$ cat src/rtl/bnn_mem0_sequencer_if.sv
// MEM0 port B and core row/result handshake signals of the BNN memory sequencer.
// master = sequencer side, slave = MEM0 plus compute-core side.
interface bnn_mem0_sequencer_if #(
  parameter int DATA_W = 28,
  parameter int ADDR_W = 6,
  parameter int CLS_W  = 4
);
  logic [ADDR_W-1:0] oMEM0ADDR;
  logic              oMEM0Rd_EN;
  logic              oMEM0Wr_EN;
  logic [DATA_W-1:0] oMEM0WrDATA;
  logic [DATA_W-1:0] iMEM0RdDATA;
  logic [DATA_W-1:0] oROW_DATA;
  logic              oROW_VALID;
  logic              oROW_LAST;
  logic              iROW_READY;
  logic              iRES_VALID;
  logic [CLS_W-1:0]  iRES_CLASS;
  logic              oRES_READY;

  modport master (
    output oMEM0ADDR, oMEM0Rd_EN, oMEM0Wr_EN, oMEM0WrDATA,
    output oROW_DATA, oROW_VALID, oROW_LAST, oRES_READY,
    input  iMEM0RdDATA, iROW_READY, iRES_VALID, iRES_CLASS
  );

  modport slave (
    input  oMEM0ADDR, oMEM0Rd_EN, oMEM0Wr_EN, oMEM0WrDATA,
    input  oROW_DATA, oROW_VALID, oROW_LAST, oRES_READY,
    output iMEM0RdDATA, iROW_READY, iRES_VALID, iRES_CLASS
  );
endinterface

$ cat src/rtl/bnn_mem0_sequencer.sv
// Fetches N_ROWS image rows from MEM0, streams them to the BNN core, writes the class back.
// First row valid RD_LAT+2 cycles after iSTART; a stalled row holds until READY, no refetch.
module bnn_mem0_sequencer #(
  parameter int N_ROWS    = 28,
  parameter int DATA_W    = 28,
  parameter int ADDR_W    = 6,
  parameter int BASE_ADDR = 0,
  parameter int RES_ADDR  = 28,
  parameter int CLS_W     = 4,
  parameter int RD_LAT    = 2
) (
  input  logic                 iCLK,
  input  logic                 iRSTn,
  input  logic                 iCLR,
  input  logic                 iSTART,
  bnn_mem0_sequencer_if.master bus,
  output logic                 oBUSY,
  output logic                 oDONE
);
  localparam int CNT_W = (N_ROWS > 1) ? $clog2(N_ROWS) : 1;
  localparam int LAT_W = $clog2(RD_LAT + 1);
  localparam logic [ADDR_W-1:0] BASE_A = ADDR_W'(BASE_ADDR);
  localparam logic [ADDR_W-1:0] RES_A  = ADDR_W'(RES_ADDR);
  localparam logic [CNT_W-1:0]  LAST_ROW = CNT_W'(N_ROWS - 1);

  typedef enum logic [2:0] {
    S_IDLE, S_RD_REQ, S_RD_WAIT, S_PRESENT, S_WAIT_RES, S_WR_RES, S_DONE
  } state_t;

  state_t             state, state_n;
  logic [CNT_W-1:0]   row_cnt, row_cnt_n;
  logic [LAT_W-1:0]   lat_cnt, lat_cnt_n;
  logic [ADDR_W-1:0]  addr_q, addr_n;
  logic [DATA_W-1:0]  row_data_q, row_data_n;
  logic [DATA_W-1:0]  wr_data_q, wr_data_n;
  logic               rd_en_q, rd_en_n;
  logic               wr_en_q, wr_en_n;
  logic               valid_q, valid_n;
  logic               last_q, last_n;
  logic               res_rdy_q, res_rdy_n;
  logic               busy_q, busy_n;
  logic               done_q, done_n;

  always_comb begin
    state_n    = state;
    row_cnt_n  = row_cnt;
    lat_cnt_n  = lat_cnt;
    addr_n     = addr_q;
    row_data_n = row_data_q;
    wr_data_n  = wr_data_q;
    rd_en_n    = 1'b0;
    wr_en_n    = 1'b0;
    valid_n    = 1'b0;
    last_n     = 1'b0;
    res_rdy_n  = 1'b0;
    done_n     = 1'b0;

    case (state)
      S_IDLE: begin
        if (iSTART) begin
          state_n   = S_RD_REQ;
          row_cnt_n = '0;
          rd_en_n   = 1'b1;
          addr_n    = BASE_A;
        end
      end
      S_RD_REQ: begin
        state_n   = S_RD_WAIT;
        lat_cnt_n = LAT_W'(RD_LAT - 1);
      end
      S_RD_WAIT: begin
        // Counter reaches zero in the cycle RD_LAT after the Rd_EN cycle.
        if (lat_cnt == '0) begin
          state_n    = S_PRESENT;
          row_data_n = bus.iMEM0RdDATA;
          valid_n    = 1'b1;
          last_n     = (row_cnt == LAST_ROW);
        end else begin
          lat_cnt_n = lat_cnt - LAT_W'(1);
        end
      end
      S_PRESENT: begin
        valid_n = 1'b1;
        last_n  = last_q;
        if (bus.iROW_READY) begin
          valid_n = 1'b0;
          last_n  = 1'b0;
          if (last_q) begin
            state_n   = S_WAIT_RES;
            res_rdy_n = 1'b1;
          end else begin
            state_n   = S_RD_REQ;
            row_cnt_n = row_cnt + CNT_W'(1);
            rd_en_n   = 1'b1;
            addr_n    = BASE_A + ADDR_W'(row_cnt + CNT_W'(1));
          end
        end
      end
      S_WAIT_RES: begin
        res_rdy_n = 1'b1;
        if (bus.iRES_VALID) begin
          state_n   = S_WR_RES;
          res_rdy_n = 1'b0;
          wr_en_n   = 1'b1;
          addr_n    = RES_A;
          wr_data_n = DATA_W'(bus.iRES_CLASS);
        end
      end
      S_WR_RES: begin
        state_n = S_DONE;
        done_n  = 1'b1;
      end
      S_DONE: begin
        state_n = S_IDLE;
      end
      default: begin
        state_n = S_IDLE;
      end
    endcase

    // Synchronous clear aborts any run, including a pending result write.
    if (iCLR) begin
      state_n    = S_IDLE;
      row_cnt_n  = '0;
      lat_cnt_n  = '0;
      addr_n     = '0;
      row_data_n = '0;
      wr_data_n  = '0;
      rd_en_n    = 1'b0;
      wr_en_n    = 1'b0;
      valid_n    = 1'b0;
      last_n     = 1'b0;
      res_rdy_n  = 1'b0;
      done_n     = 1'b0;
    end
    busy_n = (state_n != S_IDLE);
  end

  always_ff @(posedge iCLK or negedge iRSTn) begin
    if (!iRSTn) begin
      state      <= S_IDLE;
      row_cnt    <= '0;
      lat_cnt    <= '0;
      addr_q     <= '0;
      row_data_q <= '0;
      wr_data_q  <= '0;
      rd_en_q    <= 1'b0;
      wr_en_q    <= 1'b0;
      valid_q    <= 1'b0;
      last_q     <= 1'b0;
      res_rdy_q  <= 1'b0;
      busy_q     <= 1'b0;
      done_q     <= 1'b0;
    end else begin
      state      <= state_n;
      row_cnt    <= row_cnt_n;
      lat_cnt    <= lat_cnt_n;
      addr_q     <= addr_n;
      row_data_q <= row_data_n;
      wr_data_q  <= wr_data_n;
      rd_en_q    <= rd_en_n;
      wr_en_q    <= wr_en_n;
      valid_q    <= valid_n;
      last_q     <= last_n;
      res_rdy_q  <= res_rdy_n;
      busy_q     <= busy_n;
      done_q     <= done_n;
    end
  end

  assign bus.oMEM0ADDR   = addr_q;
  assign bus.oMEM0Rd_EN  = rd_en_q;
  assign bus.oMEM0Wr_EN  = wr_en_q;
  assign bus.oMEM0WrDATA = wr_data_q;
  assign bus.oROW_DATA   = row_data_q;
  assign bus.oROW_VALID  = valid_q;
  assign bus.oROW_LAST   = last_q;
  assign bus.oRES_READY  = res_rdy_q;
  assign oBUSY           = busy_q;
  assign oDONE           = done_q;
endmodule

$ cat src/flat_wrapper.sv
// flat-port wrapper written by rule: the top's interface ports become plain ports
module bnn_mem0_sequencer_flat 
#(
  parameter int N_ROWS    = 28,
  parameter int DATA_W    = 28,
  parameter int ADDR_W    = 6,
  parameter int BASE_ADDR = 0,
  parameter int RES_ADDR  = 28,
  parameter int CLS_W     = 4,
  parameter int RD_LAT    = 2
)
  (iCLK, iRSTn, iCLR, iSTART, oBUSY, oDONE, bus_oMEM0ADDR, bus_oMEM0Rd_EN, bus_oMEM0Wr_EN, bus_oMEM0WrDATA, bus_oROW_DATA, bus_oROW_VALID, bus_oROW_LAST, bus_oRES_READY, bus_iMEM0RdDATA, bus_iROW_READY, bus_iRES_VALID, bus_iRES_CLASS);
  bnn_mem0_sequencer_if #(.DATA_W(DATA_W), .ADDR_W(ADDR_W), .CLS_W(CLS_W)) bus_i ();
  input  logic iCLK;
  input  logic iRSTn;
  input  logic iCLR;
  input  logic iSTART;
  output logic oBUSY;
  output logic oDONE;
  output wire logic [$bits(bus_i.oMEM0ADDR)-1:0] bus_oMEM0ADDR;
  output wire logic [$bits(bus_i.oMEM0Rd_EN)-1:0] bus_oMEM0Rd_EN;
  output wire logic [$bits(bus_i.oMEM0Wr_EN)-1:0] bus_oMEM0Wr_EN;
  output wire logic [$bits(bus_i.oMEM0WrDATA)-1:0] bus_oMEM0WrDATA;
  output wire logic [$bits(bus_i.oROW_DATA)-1:0] bus_oROW_DATA;
  output wire logic [$bits(bus_i.oROW_VALID)-1:0] bus_oROW_VALID;
  output wire logic [$bits(bus_i.oROW_LAST)-1:0] bus_oROW_LAST;
  output wire logic [$bits(bus_i.oRES_READY)-1:0] bus_oRES_READY;
  input wire logic [$bits(bus_i.iMEM0RdDATA)-1:0] bus_iMEM0RdDATA;
  input wire logic [$bits(bus_i.iROW_READY)-1:0] bus_iROW_READY;
  input wire logic [$bits(bus_i.iRES_VALID)-1:0] bus_iRES_VALID;
  input wire logic [$bits(bus_i.iRES_CLASS)-1:0] bus_iRES_CLASS;
  assign bus_oMEM0ADDR = bus_i.oMEM0ADDR;
  assign bus_oMEM0Rd_EN = bus_i.oMEM0Rd_EN;
  assign bus_oMEM0Wr_EN = bus_i.oMEM0Wr_EN;
  assign bus_oMEM0WrDATA = bus_i.oMEM0WrDATA;
  assign bus_oROW_DATA = bus_i.oROW_DATA;
  assign bus_oROW_VALID = bus_i.oROW_VALID;
  assign bus_oROW_LAST = bus_i.oROW_LAST;
  assign bus_oRES_READY = bus_i.oRES_READY;
  assign bus_i.iMEM0RdDATA = bus_iMEM0RdDATA;
  assign bus_i.iROW_READY = bus_iROW_READY;
  assign bus_i.iRES_VALID = bus_iRES_VALID;
  assign bus_i.iRES_CLASS = bus_iRES_CLASS;
  bnn_mem0_sequencer #(.N_ROWS(N_ROWS), .DATA_W(DATA_W), .ADDR_W(ADDR_W), .BASE_ADDR(BASE_ADDR), .RES_ADDR(RES_ADDR), .CLS_W(CLS_W), .RD_LAT(RD_LAT)) u_core (.iCLK(iCLK), .iRSTn(iRSTn), .iCLR(iCLR), .iSTART(iSTART), .bus(bus_i), .oBUSY(oBUSY), .oDONE(oDONE));
endmodule
$ cat config.mk
export PLATFORM = sky130hd
export DESIGN_NAME = bnn_mem0_sequencer_flat
export DESIGN_NICKNAME = d
export VERILOG_FILES = /design/src/rtl/bnn_mem0_sequencer_if.sv /design/src/rtl/bnn_mem0_sequencer.sv /design/src/flat_wrapper.sv
export SDC_FILE = /design/constraint.sdc
export NUM_CORES = 1
export LEC_CHECK = 0
export BUFFER_PORTS_ARGS = -buffer_cell sky130_fd_sc_hd__buf_2
export CAP_MARGIN = 0
export CELL_PAD_IN_SITES_DETAIL_PLACEMENT = 0
export CELL_PAD_IN_SITES_GLOBAL_PLACEMENT = 2
export CORE_ASPECT_RATIO = 1.25
export CORE_MARGIN = 4
export CORE_UTILIZATION = 28
export DETAILED_ROUTE_END_ITERATION = 12
export GPL_TIMING_DRIVEN = 1
export PLACE_DENSITY_LB_ADDON = 0.1
export SKIP_CTS_REPAIR_TIMING = 1
export SLEW_MARGIN = 20
export SYNTH_ARGS = -nofsm -noshare
export SYNTH_HDL_FRONTEND = slang
export SYNTH_SLANG_ARGS = --single-unit
$ cat constraint.sdc
create_clock -name iCLK -period 2.05 [get_ports iCLK]
set_clock_uncertainty 0.1 [all_clocks]
set_input_delay 0.5125 -clock iCLK [delete_from_list [all_inputs] [get_ports iCLK]]
set_output_delay 0.5125 -clock iCLK [all_outputs]
set_load 0.05 [all_outputs]
==> results of run 1 <==
registers in the layout (all words and copies together) (netlist names):
signal	flops
u_core.bus.oROW_DATA	28
u_core.bus.oMEM0ADDR	6
u_core.row_cnt	5
u_core.bus.oMEM0WrDATA	4
u_core.state	3
u_core.lat_cnt	2
u_core.bus.oMEM0Rd_EN	1
u_core.bus.oMEM0Wr_EN	1
u_core.bus.oRES_READY	1
u_core.bus.oROW_LAST	1
u_core.bus.oROW_VALID	1
u_core.oBUSY	1
u_core.oDONE	1
layout make-up:
cell class	count	area, um2	share of cell area [%]
flip-flops and latches	55	1380	42.4
repair buffers	92	498	15.3
clock buffers	6	129	3.97
multi-input cells	191	1050	32.4
inverters	6	22.5	0.693
clock inverters	2	16.3	0.501
well taps	123	154	4.74
per-stage QoR:
step | total power [uW] | hold WS, ns
3_5_place_dp | 1820 | 0.345
5_1_grt | 2780 | 0.0503
2_1_floorplan | 1670 | 0.117
4_1_cts | 2700 | 0.0331
6_report | 2650 | 0.0284
3_3_place_gp | 1820 | 0.348
worst register-to-register path, cell delays in order (launching register included):
cell                       delay [ns]
sky130_fd_sc_hd__dfrtp_1         0.51
sky130_fd_sc_hd__and4b_4         0.29
sky130_fd_sc_hd__a221oi_4        0.34
sky130_fd_sc_hd__nand2_4         0.16
sky130_fd_sc_hd__mux2_4          0.33
routing by layer:
layer,track usage (%),up-vias
met2,21.2,78
met5,0,-
met3,3.44,14
met4,5.20,0
met1,14.6,952
li1,-,1006
worst paths after layout:
check                                         from                       to  slack (ns)  cells after the start
max                                u_core.state[1]  u_core.bus.oMEM0ADDR[3]        0.21                      4
min                                          iRSTn             u_core.oBUSY        0.03                      1
max reg2reg                        u_core.state[1]  u_core.bus.oMEM0ADDR[3]        0.21                      4
min reg2reg                u_core.bus.oMEM0ADDR[0]  u_core.bus.oMEM0ADDR[0]        0.41                      1
max in group asynchronous                    iRSTn    u_core.bus.oRES_READY        1.27                      2
min in group iCLK               bus_iMEM0RdDATA[9]  u_core.bus.oROW_DATA[9]        0.34                      3
power groups by stage:
stage / Combinational (uW) / Clock [uW] / Sequential, uW
global placement: 626 / 0 / 1200
floorplan: 327 / 0 / 1340
CTS: 625 / 896 / 1170
finish: 616 / 862 / 1170
global route: 665 / 934 / 1180
detailed placement: 624 / 0 / 1200
layout by cell type, fill, tap and decap left out, drive strengths merged, types with 2 or more instances in the layout:
master   n
o31ai    3
nor3b    4
xor2     2
dfrtp   55
a31oi    2
inv      7
ha       2
a22o     2
o22ai    2
mux2     6
nand2b   2
a21oi   30
mux2i    4
o21ai    8
nor2b    2
conb    24
buf     92
nand2   62
nor2    16
clkbuf   6
nand3    4
cell families (layout without fill, tap and decap cells):
logic type / count (synthesis) / in the layout / synth area share (%)
compound gates: 54 / 54 / 12.7
xor+xnor: 3 / 3 / 1.01
fa+ha+maj: 2 / 2 / 0.959
buf+inv: 45 / 106 / 10.5
flops: 55 / 55 / 52.7
mux: 10 / 10 / 4.99
other cells: 1 / 24 / 0.144
simple gates: 98 / 98 / 17.0
==> results by group, run 1 <==
Global routing
  • Global routing usage summed across all routing layers: 12.4%
  • Antenna violations before repair: 0
  • Maximum number of pins on one net before global-route repair: 43
  • Number of global-route vias before repair: 2027
  • Global route overflow: 0
  • First-pass GRT wire length: 10400 um

Layout
  • Number of nets in the layout: 391
  • Fillers: 996
  • Number of diodes added for antenna fixing: 0
  • Final std cell area, no fill: 0.00325 mm2
  • Number of standard cells in the final layout excluding fillers: 475
  • Share of layout cells above drive strength 1: 32.4%
  • Layout Area Growth over Synthesis: 24.5%
  • Utilization after layout: 35.6%

Drt
  • WL met2: 3350 um
  • Post-route DRC violation count: 0
  • Number of detailed-route iterations in the first pass: 5
  • Vias per std cell: 4.32
  • Count of routing violations after the opening detailed-route iteration: 96
  • Top layer in use: met4
  • Wirelength per Cell: 14.4 um
  • Met3 routed WL: 545 um
  • Wire length reported by the detailed router: 6820 um
  • Number of nets with antenna violations after routing: 0
  • Number of vias in the routed layout: 2050
  • Routed metal-1 wirelength: 2760 um

Setup path
  • Critical path's largest stage delay: 0.51 ns
  • Slowest CP cell: sky130_fd_sc_hd__dfrtp_1
  • Cell chain of the critical path: and4b_4 -> a221oi_4 -> nand2_4 -> mux2_4
  • Worst EP required: 2.13 ns
  • Family with the most delay on the worst path: flip-flops
  • Sort of element at the end of the critical path: flip-flop
  • CP max FO: 11
  • Data arrival, critical path: 1.92 ns
  • Startpoint-to-endpoint class of the critical path: flip-flop to flip-flop
  • Bufs and invs on worst path: 0
  • Crit start category: flip-flop

Power and ir drop
  • Switching pwr: 905 uW
  • Portion of total power attributed to the clock network: 32.5%
  • Sequential share of power: 44.3%
  • Internal Dissipation: 1750 uW
  • Power Density: 816 mW/mm2
  • Worst IR drop on VDD: 0.349 mV
  • Switching Fraction: 34.1%
  • Static leakage: 0.00168 uW
  • Part of the total power dissipated in combinational logic: 23.2%

Synth
  • Most repeated cell in the gate-level netlist after synthesis: sky130_fd_sc_hd__nand2_1
  • Distinct cell type count of the synthesized netlist: 43
  • Yosys warning count: 0
  • Number of synthesized flops with an enable pin: 0
  • Most used flip-flop cell after synthesis: sky130_fd_sc_hd__dfrtp_1
  • Mapped Area: 0.00261 mm2
  • Synthesized instance count: 268
  • Area share of the largest cell type after synthesis: 52.7%
  • Mean Syn Cell Area: 9.74 um2
  • Post-synthesis sequential area ratio: 52.7%
  • Cell type with the highest aggregate area in the netlist: sky130_fd_sc_hd__dfrtp_1
  • Leading post-synthesis cells by cell area: sky130_fd_sc_hd__dfrtp_1, sky130_fd_sc_hd__nand2_1, sky130_fd_sc_hd__buf_4
  • Post-synthesis async set-or-reset flop share: 100%
  • Most common library cells after synthesis: sky130_fd_sc_hd__nand2_1, sky130_fd_sc_hd__dfrtp_1, sky130_fd_sc_hd__a21oi_1
  • Flip-flop and latch count after synthesis: 55

Clocking
  • Clock-pin slew on the worst setup and hold paths: 0.07 ns
  • TritonCTS clock tree: built
  • Max H-tree Level: 2
  • Number of buffers created by CTS: 5
  • CTS root buffer: sky130_fd_sc_hd__clkbuf_16
  • Clock latency at the later pin of the worst-skew pair: 0.29 ns
  • CTS max path bufs: 2
  • Clock sinks: 55

Placed design
  • Cell area reported after detailed placement: 0.00310 mm2
  • Setup WS pre-CTS: 0.138 ns
  • Placed cell count: 467
  • GPL Wtd Cong: 0.687
  • HPWL after detailed placement: 4830 um
  • Port Buffers: 82

Timing
  • Hold violation count in the final report: 0
  • Part of the cycle the worst path needs: 89.8%
  • Unrepaired setup endpoints after global routing: no
  • Setup tns final: 0 ns
  • Worst setup margin: 0.210 ns
  • Final period demand of the worst path: 1.84 ns
  • Max Clk Rate: 0.543 GHz
  • Final Max Slew Viols: 0
  • Setup violation total in the final timing report: 0

Worst hold path
  • Class of the most critical hold timing path: input port to async pin

Floorplan
  • Die area: 0.0109 mm2
  • Die extent in x: 94.4 um
  • I/O pin count: 107
  • Core area: 0.00913 mm2
  • Vertical die dimension: 116 um
  • Initial standard-cell utilization of the core: 28.6%
  • Core Rows: 39

Run
  • Max capacitance violation total: 0

Outcome
  • Status: finished clean
(Power assumes the default switching activity.)
==> run 2: changes to the inputs <==
==> constraint.sdc (replaced) <==
create_clock -name iCLK -period 1.8 [get_ports iCLK]
set_clock_uncertainty 0.1 [all_clocks]
set_input_delay 0.45 -clock iCLK [delete_from_list [all_inputs] [get_ports iCLK]]
set_output_delay 0.45 -clock iCLK [all_outputs]
set_load 0.05 [all_outputs]
==> run 2 against run 1 <==
Net effect:
- critical path depth is the same
- critical endpoint is now u_core.bus.oMEM0ADDR[1]
- highest routed layer unchanged
- via count shrank 0.68%
- sequential power grew 14%
- wire length shrank 6.2%
- cell area grew 1.3%
==> results by group, run 2 (synthesis results as in run 1) <==
Floorplan
  • Core area: 0.00913 mm2 (unchanged)
  • I/O pin count: 107 (unchanged)
  • Die area: 0.0109 mm2 (unchanged)
  • Vertical die dimension: 116 um (unchanged)
  • Initial standard-cell utilization of the core: 28.6% (unchanged)
  • Die extent in x: 94.4 um (unchanged)
  • Core Rows: 39 (unchanged)

Layout
  • Area occupied by multi-input gates: 0.00105 mm2 (unchanged)
  • Max reg flops: 28 (unchanged)
  • Area used by sequential logic in the layout: 0.00138 mm2 (about the same)
  • Number of nets in the layout: 396 (+1.3%)
  • Share of layout cells above drive strength 1: 33.6% (+1.2 points)
  • Layout Area Growth over Synthesis: 26.1%
  • Number of diodes added for antenna fixing: 0 (unchanged)
  • Utilization after layout: 36.1% (+0.47 points)
  • Most common cell after layout, fill and taps aside: sky130_fd_sc_hd__buf_2
  • Fillers: 972 (-2.4%)
  • Top library cells by usage in the layout, fill and taps aside: sky130_fd_sc_hd__buf_2, sky130_fd_sc_hd__nand2_1, sky130_fd_sc_hd__dfrtp_1

Clocking
  • Max H-tree Level: 2 (unchanged)
  • CTS root buffer: sky130_fd_sc_hd__clkbuf_16
  • Clock latency at the later pin of the worst-skew pair: 0.29 ns (about the same)
  • Number of buffers created by CTS: 5 (unchanged)
  • TritonCTS clock tree: built
  • Clock-pin slew on the worst setup and hold paths: 0.07 ns (about the same)
  • CTS max path bufs: 2 (unchanged)
  • Clock sinks: 55 (unchanged)

Drt
  • Count of routing violations after the opening detailed-route iteration: 77 (-20%)
  • Vias per std cell: 4.24 (-1.7%)
  • Number of nets with antenna violations after routing: 0 (unchanged)
  • Number of detailed-route iterations in the first pass: 4 (-1)
  • Wire length reported by the detailed router: 6400 um (-6.2%)
  • Number of vias in the routed layout: 2036 (-0.68%)
  • Post-route DRC violation count: 0 (unchanged)
  • Wirelength per Cell: 13.3 um (-7.2%)

Placed design
  • GPL Wtd Cong: 0.741 (+7.8%)
  • Port Buffers: 82 (unchanged)
  • HPWL after detailed placement: 4650 um (-3.7%)
  • Setup WS pre-CTS: 0.0320 ns (-0.106 ns)

Power and ir drop
  • Switching Fraction: 33.4% (-0.71 points)
  • Portion of total power attributed to the clock network: 32.1% (-0.4 points)
  • Power Density: 911 mW/mm2 (+12%)
  • Part of the total power dissipated in combinational logic: 23.6% (+0.4 points)
  • Worst IR drop on VDD: 0.428 mV (+23%)
  • Switching pwr: 1000 uW (+11%)
  • Sequential share of power: 44.4% (about the same)
  • Static leakage: 0.00170 uW (+1.5%)
  • Internal Dissipation: 2000 uW (+14%)

Run
  • Max capacitance violation total: 0 (unchanged)

Timing
  • Max Clk Rate: 0.593 GHz (+9.2%)
  • Unrepaired setup endpoints after global routing: no
  • Part of the cycle the worst path needs: 93.7% (+3.9 points)
  • Hold violation count in the final report: 0 (unchanged)
  • Setup violation total in the final timing report: 0 (unchanged)
  • Worst setup margin: 0.114 ns (-0.0956 ns)
  • Final Max Slew Viols: 0 (unchanged)
  • Final period demand of the worst path: 1.69 ns (-0.154 ns)

Global routing
  • Number of global-route vias before repair: 1949 (-3.8%)
  • Antenna violations before repair: 0 (unchanged)
  • Global route overflow: 0 (unchanged)
  • Global routing usage summed across all routing layers: 11.7% (-0.73 points)
  • Maximum number of pins on one net before global-route repair: 56 (+30%)
  • First-pass GRT wire length: 9960 um (-4.4%)

Setup path
  • Timing endpoint of the critical path: u_core.bus.oMEM0ADDR[1]
  • CP max FO: 8 (-3)
  • Startpoint-to-endpoint class of the critical path: flip-flop to flip-flop
  • Family with the most delay on the worst path: simple AND/OR/NAND/NOR gates
  • Sort of element at the end of the critical path: flip-flop
  • Worst reg-to-reg path cell count: 4 (unchanged)
  • Critical register-to-register path startpoint: u_core.state[1]
  • Critical path's largest stage delay: 0.45 ns (-0.06 ns)
  • Crit start category: flip-flop
  • Data arrival, critical path: 1.76 ns (-0.16 ns)
  • Slowest CP cell: sky130_fd_sc_hd__dfrtp_2
  • Instance count on the critical path: 4 (unchanged)
  • Cell chain of the critical path: nor2_1 -> nand3_2 -> nand2_4 -> mux2_4
  • Register-to-register path setup slack: 0.11 ns (-0.10 ns)
  • Worst EP required: 1.87 ns (-0.26 ns)
  • Setup crit start: u_core.state[1]
  • Destination of the worst register-to-register timing path: u_core.bus.oMEM0ADDR[1]
  • Bufs and invs on worst path: 0 (unchanged)

Worst hold path
  • Class of the most critical hold timing path: input port to async pin

Outcome
  • Status: finished clean
==> run 2: worst register-to-register path: cells and delay by family, from the launching register on <==
kind / cells / cell delay (ns)
simple gates: 3 / 0.71
flops: 1 / 0.45
mux: 1 / 0.31
==> run 2: worst min-delay path by stage <==
stage	end	slack, ns	cells after the start
floorplan	u_core.bus.oMEM0ADDR[0]	0.05	0
global placement	u_core.bus.oROW_DATA[25]	0.38	2
detailed placement	u_core.oDONE	0.38	2
CTS	u_core.bus.oMEM0ADDR[0]	0.07	2
global route	u_core.bus.oROW_DATA[1]	0.08	2
finish	u_core.bus.oROW_DATA[25]	0.05	2
==> run 2: cell type report <==
cell class,instances,area share (%)
clock inverter,2,0.494
timing repair buffer,97,16.4
multi-input combinational,191,32.0
clock buffer,6,3.91
inverter,6,0.684
sequential,55,41.9
tap,123,4.68
==> run 2: stage by stage <==
| step | total power [uW] | instances | hold slack, ns | setup TNS [ns] | cell area [um2] |
|---|---|---|---|---|---|
| finish | 3000 | 480 | 0.0466 | 0 | 3290 |
| global route | 3160 | 480 | 0.0770 | 0 | 3290 |
| CTS | 3060 | 480 | 0.0695 | 0 | 3290 |
| detailed placement | 2080 | 472 | 0.380 | 0 | 3140 |
| global placement | 2080 | 472 | 0.383 | 0 | 3140 |
| floorplan | 1900 | 291 | 0.0544 | -0.589 | 2700 |
==> run 2: routing by layer <==
layer	global-route usage (%)	wire length, um	vias to the layer above	share of wire, %
met4	3.08	63	0	0.98
met3	3.38	476	5	7.4
li1	-	-	1019	-
met2	19.7	3140	63	49
met5	0	0	-	0
met1	14.6	2720	949	42
==> run 2: power groups by stage <==
stage / Sequential, uW / Combinational (uW) / Clock [uW]
2_1_floorplan: 1530 / 373 / 0
3_3_place_gp: 1360 / 722 / 0
3_5_place_dp: 1360 / 720 / 0
4_1_cts: 1330 / 720 / 1010
5_1_grt: 1340 / 768 / 1060
6_report: 1330 / 707 / 962
==> run 3: changes to the inputs <==
--- a/config.mk
+++ b/config.mk
@@ -7,11 +7,11 @@
 export LEC_CHECK = 0
 export BUFFER_PORTS_ARGS = -buffer_cell sky130_fd_sc_hd__buf_2
 export CAP_MARGIN = 0
-export CELL_PAD_IN_SITES_DETAIL_PLACEMENT = 0
-export CELL_PAD_IN_SITES_GLOBAL_PLACEMENT = 2
-export CORE_ASPECT_RATIO = 1.25
+export CELL_PAD_IN_SITES_DETAIL_PLACEMENT = 1
+export CELL_PAD_IN_SITES_GLOBAL_PLACEMENT = 1
+export CORE_ASPECT_RATIO = 0.6
 export CORE_MARGIN = 4
-export CORE_UTILIZATION = 28
+export CORE_UTILIZATION = 35
 export DETAILED_ROUTE_END_ITERATION = 12
 export GPL_TIMING_DRIVEN = 1
 export PLACE_DENSITY_LB_ADDON = 0.1
==> run 3 against run 2 <==
Net effect:
- clock power is 10% higher
- clock-buffer cell count grew 1
- critical endpoint is now u_core.bus.oROW_LAST
- maximum frequency shrank 2.2%
- cell area rose by 1.9%
- largest power group unchanged
- utilization grew 10 points
- largest cell class unchanged
==> results by group, run 3 (synthesis results as in run 1) <==
Power and ir drop
  • Switching pwr: 1050 uW (+5.0%)
  • Sequential share of power: 42.3% (-2.1 points)
  • Part of the total power dissipated in combinational logic: 24.2% (+0.6 points)
  • Portion of total power attributed to the clock network: 33.6% (+1.5 points)
  • Power Density: 941 mW/mm2 (+3.2%)
  • Internal Dissipation: 2100 uW (+5.3%)
  • Switching Fraction: 33.4% (-0.060 points)
  • Tot Pwr: 3150 uW (+5.2%)
  • Static leakage: 0.00174 uW (+2.3%)
  • Worst IR drop on VDD: 0.297 mV (-31%)

Worst hold path
  • Min-Delay Endpoint: u_core.bus.oRES_READY
  • Worst hold stages: 2
  • Class of the most critical hold timing path: input port to flip-flop
  • Hold wc startpoint: bus_iRES_VALID

Floorplan
  • Core Rows: 24 (-38%)
  • Initial standard-cell utilization of the core: 35.9% (+7.3 points)
  • I/O pin count: 107 (unchanged)
  • Die extent in x: 119 um (+27%)
  • Vertical die dimension: 74.9 um (-35%)
  • Die area: 0.00895 mm2 (-18%)
  • Core area: 0.00727 mm2 (-20%)

Setup path
  • Startpoint-to-endpoint class of the critical path: flip-flop to flip-flop
  • Critical path's largest stage delay: 0.44 ns (about the same)
  • Register-to-register path setup slack: 0.08 ns (-0.04 ns)
  • Crit start category: flip-flop
  • Bufs and invs on worst path: 3 (+3)
  • CP max FO: 10 (+2)
  • Crit path top cell by count: sky130_fd_sc_hd__buf_4
  • Worst EP required: 1.89 ns (+0.02 ns)
  • Worst reg-to-reg path cell count: 6 (+2)
  • Slowest CP cell: sky130_fd_sc_hd__dfrtp_2
  • Instance count on the critical path: 6 (+2)
  • Cell chain of the critical path: buf_4 -> and2b_2 -> nor3b_4 -> buf_4 -> buf_6 -> a32o_1
  • Critical register-to-register path startpoint: u_core.state[1]
  • Sort of element at the end of the critical path: flip-flop
  • Family with the most delay on the worst path: buffers and inverters
  • Data arrival, critical path: 1.81 ns (+0.05 ns)
  • Destination of the worst register-to-register timing path: u_core.bus.oROW_LAST

Clocking
  • TritonCTS clock tree: built
  • Max H-tree Level: 2 (unchanged)
  • Clock-pin slew on the worst setup and hold paths: 0.07 ns (about the same)
  • CTS max path bufs: 2 (unchanged)
  • Clock latency at the later pin of the worst-skew pair: 0.30 ns (about the same)
  • Clock sinks: 55 (unchanged)
  • Number of buffers created by CTS: 5 (unchanged)
  • CTS root buffer: sky130_fd_sc_hd__clkbuf_16

Layout
  • Layout Area Growth over Synthesis: 28.5%
  • Final std cell area, no fill: 0.00335 mm2 (+1.9%)
  • Number of nets in the layout: 402 (+1.5%)
  • Number of diodes added for antenna fixing: 0 (unchanged)
  • Max reg flops: 28 (unchanged)
  • Top library cells by usage in the layout, fill and taps aside: sky130_fd_sc_hd__buf_2, sky130_fd_sc_hd__nand2_1, sky130_fd_sc_hd__dfrtp_1
  • Most common cell after layout, fill and taps aside: sky130_fd_sc_hd__buf_2
  • Fillers: 877 (-9.8%)
  • Area occupied by multi-input gates: 0.00106 mm2 (+0.95%)
  • Share of layout cells above drive strength 1: 35.5% (+1.9 points)
  • Area used by sequential logic in the layout: 0.00138 mm2 (about the same)
  • Number of standard cells in the final layout excluding fillers: 467 (-2.7%)

Outcome
  • Status: finished clean

Drt
  • Wirelength per Cell: 15.2 um (+14%)
  • Number of vias in the routed layout: 2131 (+4.7%)
  • Number of detailed-route iterations in the first pass: 4 (unchanged)
  • Post-route DRC violation count: 0 (unchanged)
  • Number of nets with antenna violations after routing: 0 (unchanged)
  • Wire length reported by the detailed router: 7110 um (+11%)
  • Count of routing violations after the opening detailed-route iteration: 88 (+14%)
  • Vias per std cell: 4.56 (+7.6%)

Placed design
  • HPWL after detailed placement: 5160 um (+11%)
  • Port Buffers: 82 (unchanged)
  • Placed cell count: 454 (-3.8%)
  • Cell area reported after detailed placement: 0.00313 mm2 (-0.52%)
  • GPL Wtd Cong: 0.802 (+8.2%)

Timing
  • Setup tns final: 0 ns (unchanged)
  • Unrepaired setup endpoints after global routing: no
  • Final Max Slew Viols: 0 (unchanged)
  • Part of the cycle the worst path needs: 95.8% (+2.1 points)
  • Setup violation total in the final timing report: 0 (unchanged)
  • Final period demand of the worst path: 1.72 ns (+0.0386 ns)
  • Hold Worst Slack: 0.271 ns (+0.224 ns)
  • Max Clk Rate: 0.580 GHz (-2.2%)
  • Hold violation count in the final report: 0 (unchanged)

Global routing
  • Global route overflow: 0 (unchanged)
  • Number of global-route vias before repair: 2254 (+16%)
  • Fraction of met1 tracks used by global routing: 22.8% (+8.3 points)
  • First-pass GRT wire length: 11500 um (+16%)
  • Met3 track utilization from global routing: 6.53% (+3.2 points)
  • Most used routing layer: met2
  • Global routing usage summed across all routing layers: 16.5% (+4.8 points)
  • Met2 Resource Use GR: 24.4% (+4.6 points)
  • Antenna violations before repair: 0 (unchanged)
  • Maximum number of pins on one net before global-route repair: 30 (-46%)

Run
  • Max capacitance violation total: 0 (unchanged)
==> run 3: changes by cell type in the layout (fill, tap and decap cells not counted), sizes merged <==
| cell | change |
|---|---|
| buf | +5 |
| inv | -1 |
| clkbuf | +1 |
| dlygate4sd3 | +1 |
==> run 3: worst max-delay path by stage <==
stage	start	to	slack, ns
floorplan	u_core.bus.oROW_LAST	u_core.bus.oMEM0ADDR[0]	-0.09
global placement	bus_iROW_READY	u_core.bus.oMEM0ADDR[2]	0.05
detailed placement	bus_iROW_READY	u_core.bus.oMEM0ADDR[3]	0.009
CTS	u_core.state[2]	u_core.bus.oROW_DATA[12]	0.04
global route	u_core.lat_cnt[0]	u_core.bus.oROW_DATA[25]	0.03
finish	u_core.state[1]	u_core.bus.oROW_LAST	0.08
==> run 3: per-layer routing <==
| layer | wire (um) | vias to the layer above | share of wire, % |
|---|---|---|---|
| met4 | 70 | 0 | 0.98 |
| met3 | 556 | 8 | 7.8 |
| met2 | 2960 | 65 | 42 |
| li1 | - | 1030 | - |
| met1 | 3530 | 1028 | 50 |
| met5 | 0 | - | 0 |
==> run 3: power groups by stage <==
| stage | Sequential (uW) | Combinational (uW) | Clock (uW) |
|---|---|---|---|
| 2_1_floorplan | 1530 | 373 | 0 |
| 3_3_place_gp | 1360 | 724 | 0 |
| 3_5_place_dp | 1360 | 731 | 0 |
| 4_1_cts | 1330 | 733 | 1080 |
| 5_1_grt | 1340 | 831 | 1140 |
| 6_report | 1330 | 763 | 1060 |
==> run 3: cell type report <==
type / instances / share of cell area, %
multi-input cells: 191 / 31.7
flip-flops and latches: 55 / 41.2
clock buffers: 7 / 4.55
inverters: 6 / 0.672
repair buffers: 103 / 17.8
clock inverters: 1 / 0.224
well taps: 104 / 3.88
==> run 3: through the flow <==
step / setup WS, ns / utilization (%)
3_5_place_dp: 0.00896 / 43.0
6_report: 0.0756 / 46.1
3_3_place_gp: 0.0477 / 43.0
4_1_cts: 0.0432 / 45.2
5_1_grt: 0.0270 / 46.1
2_1_floorplan: -0.0950 / -
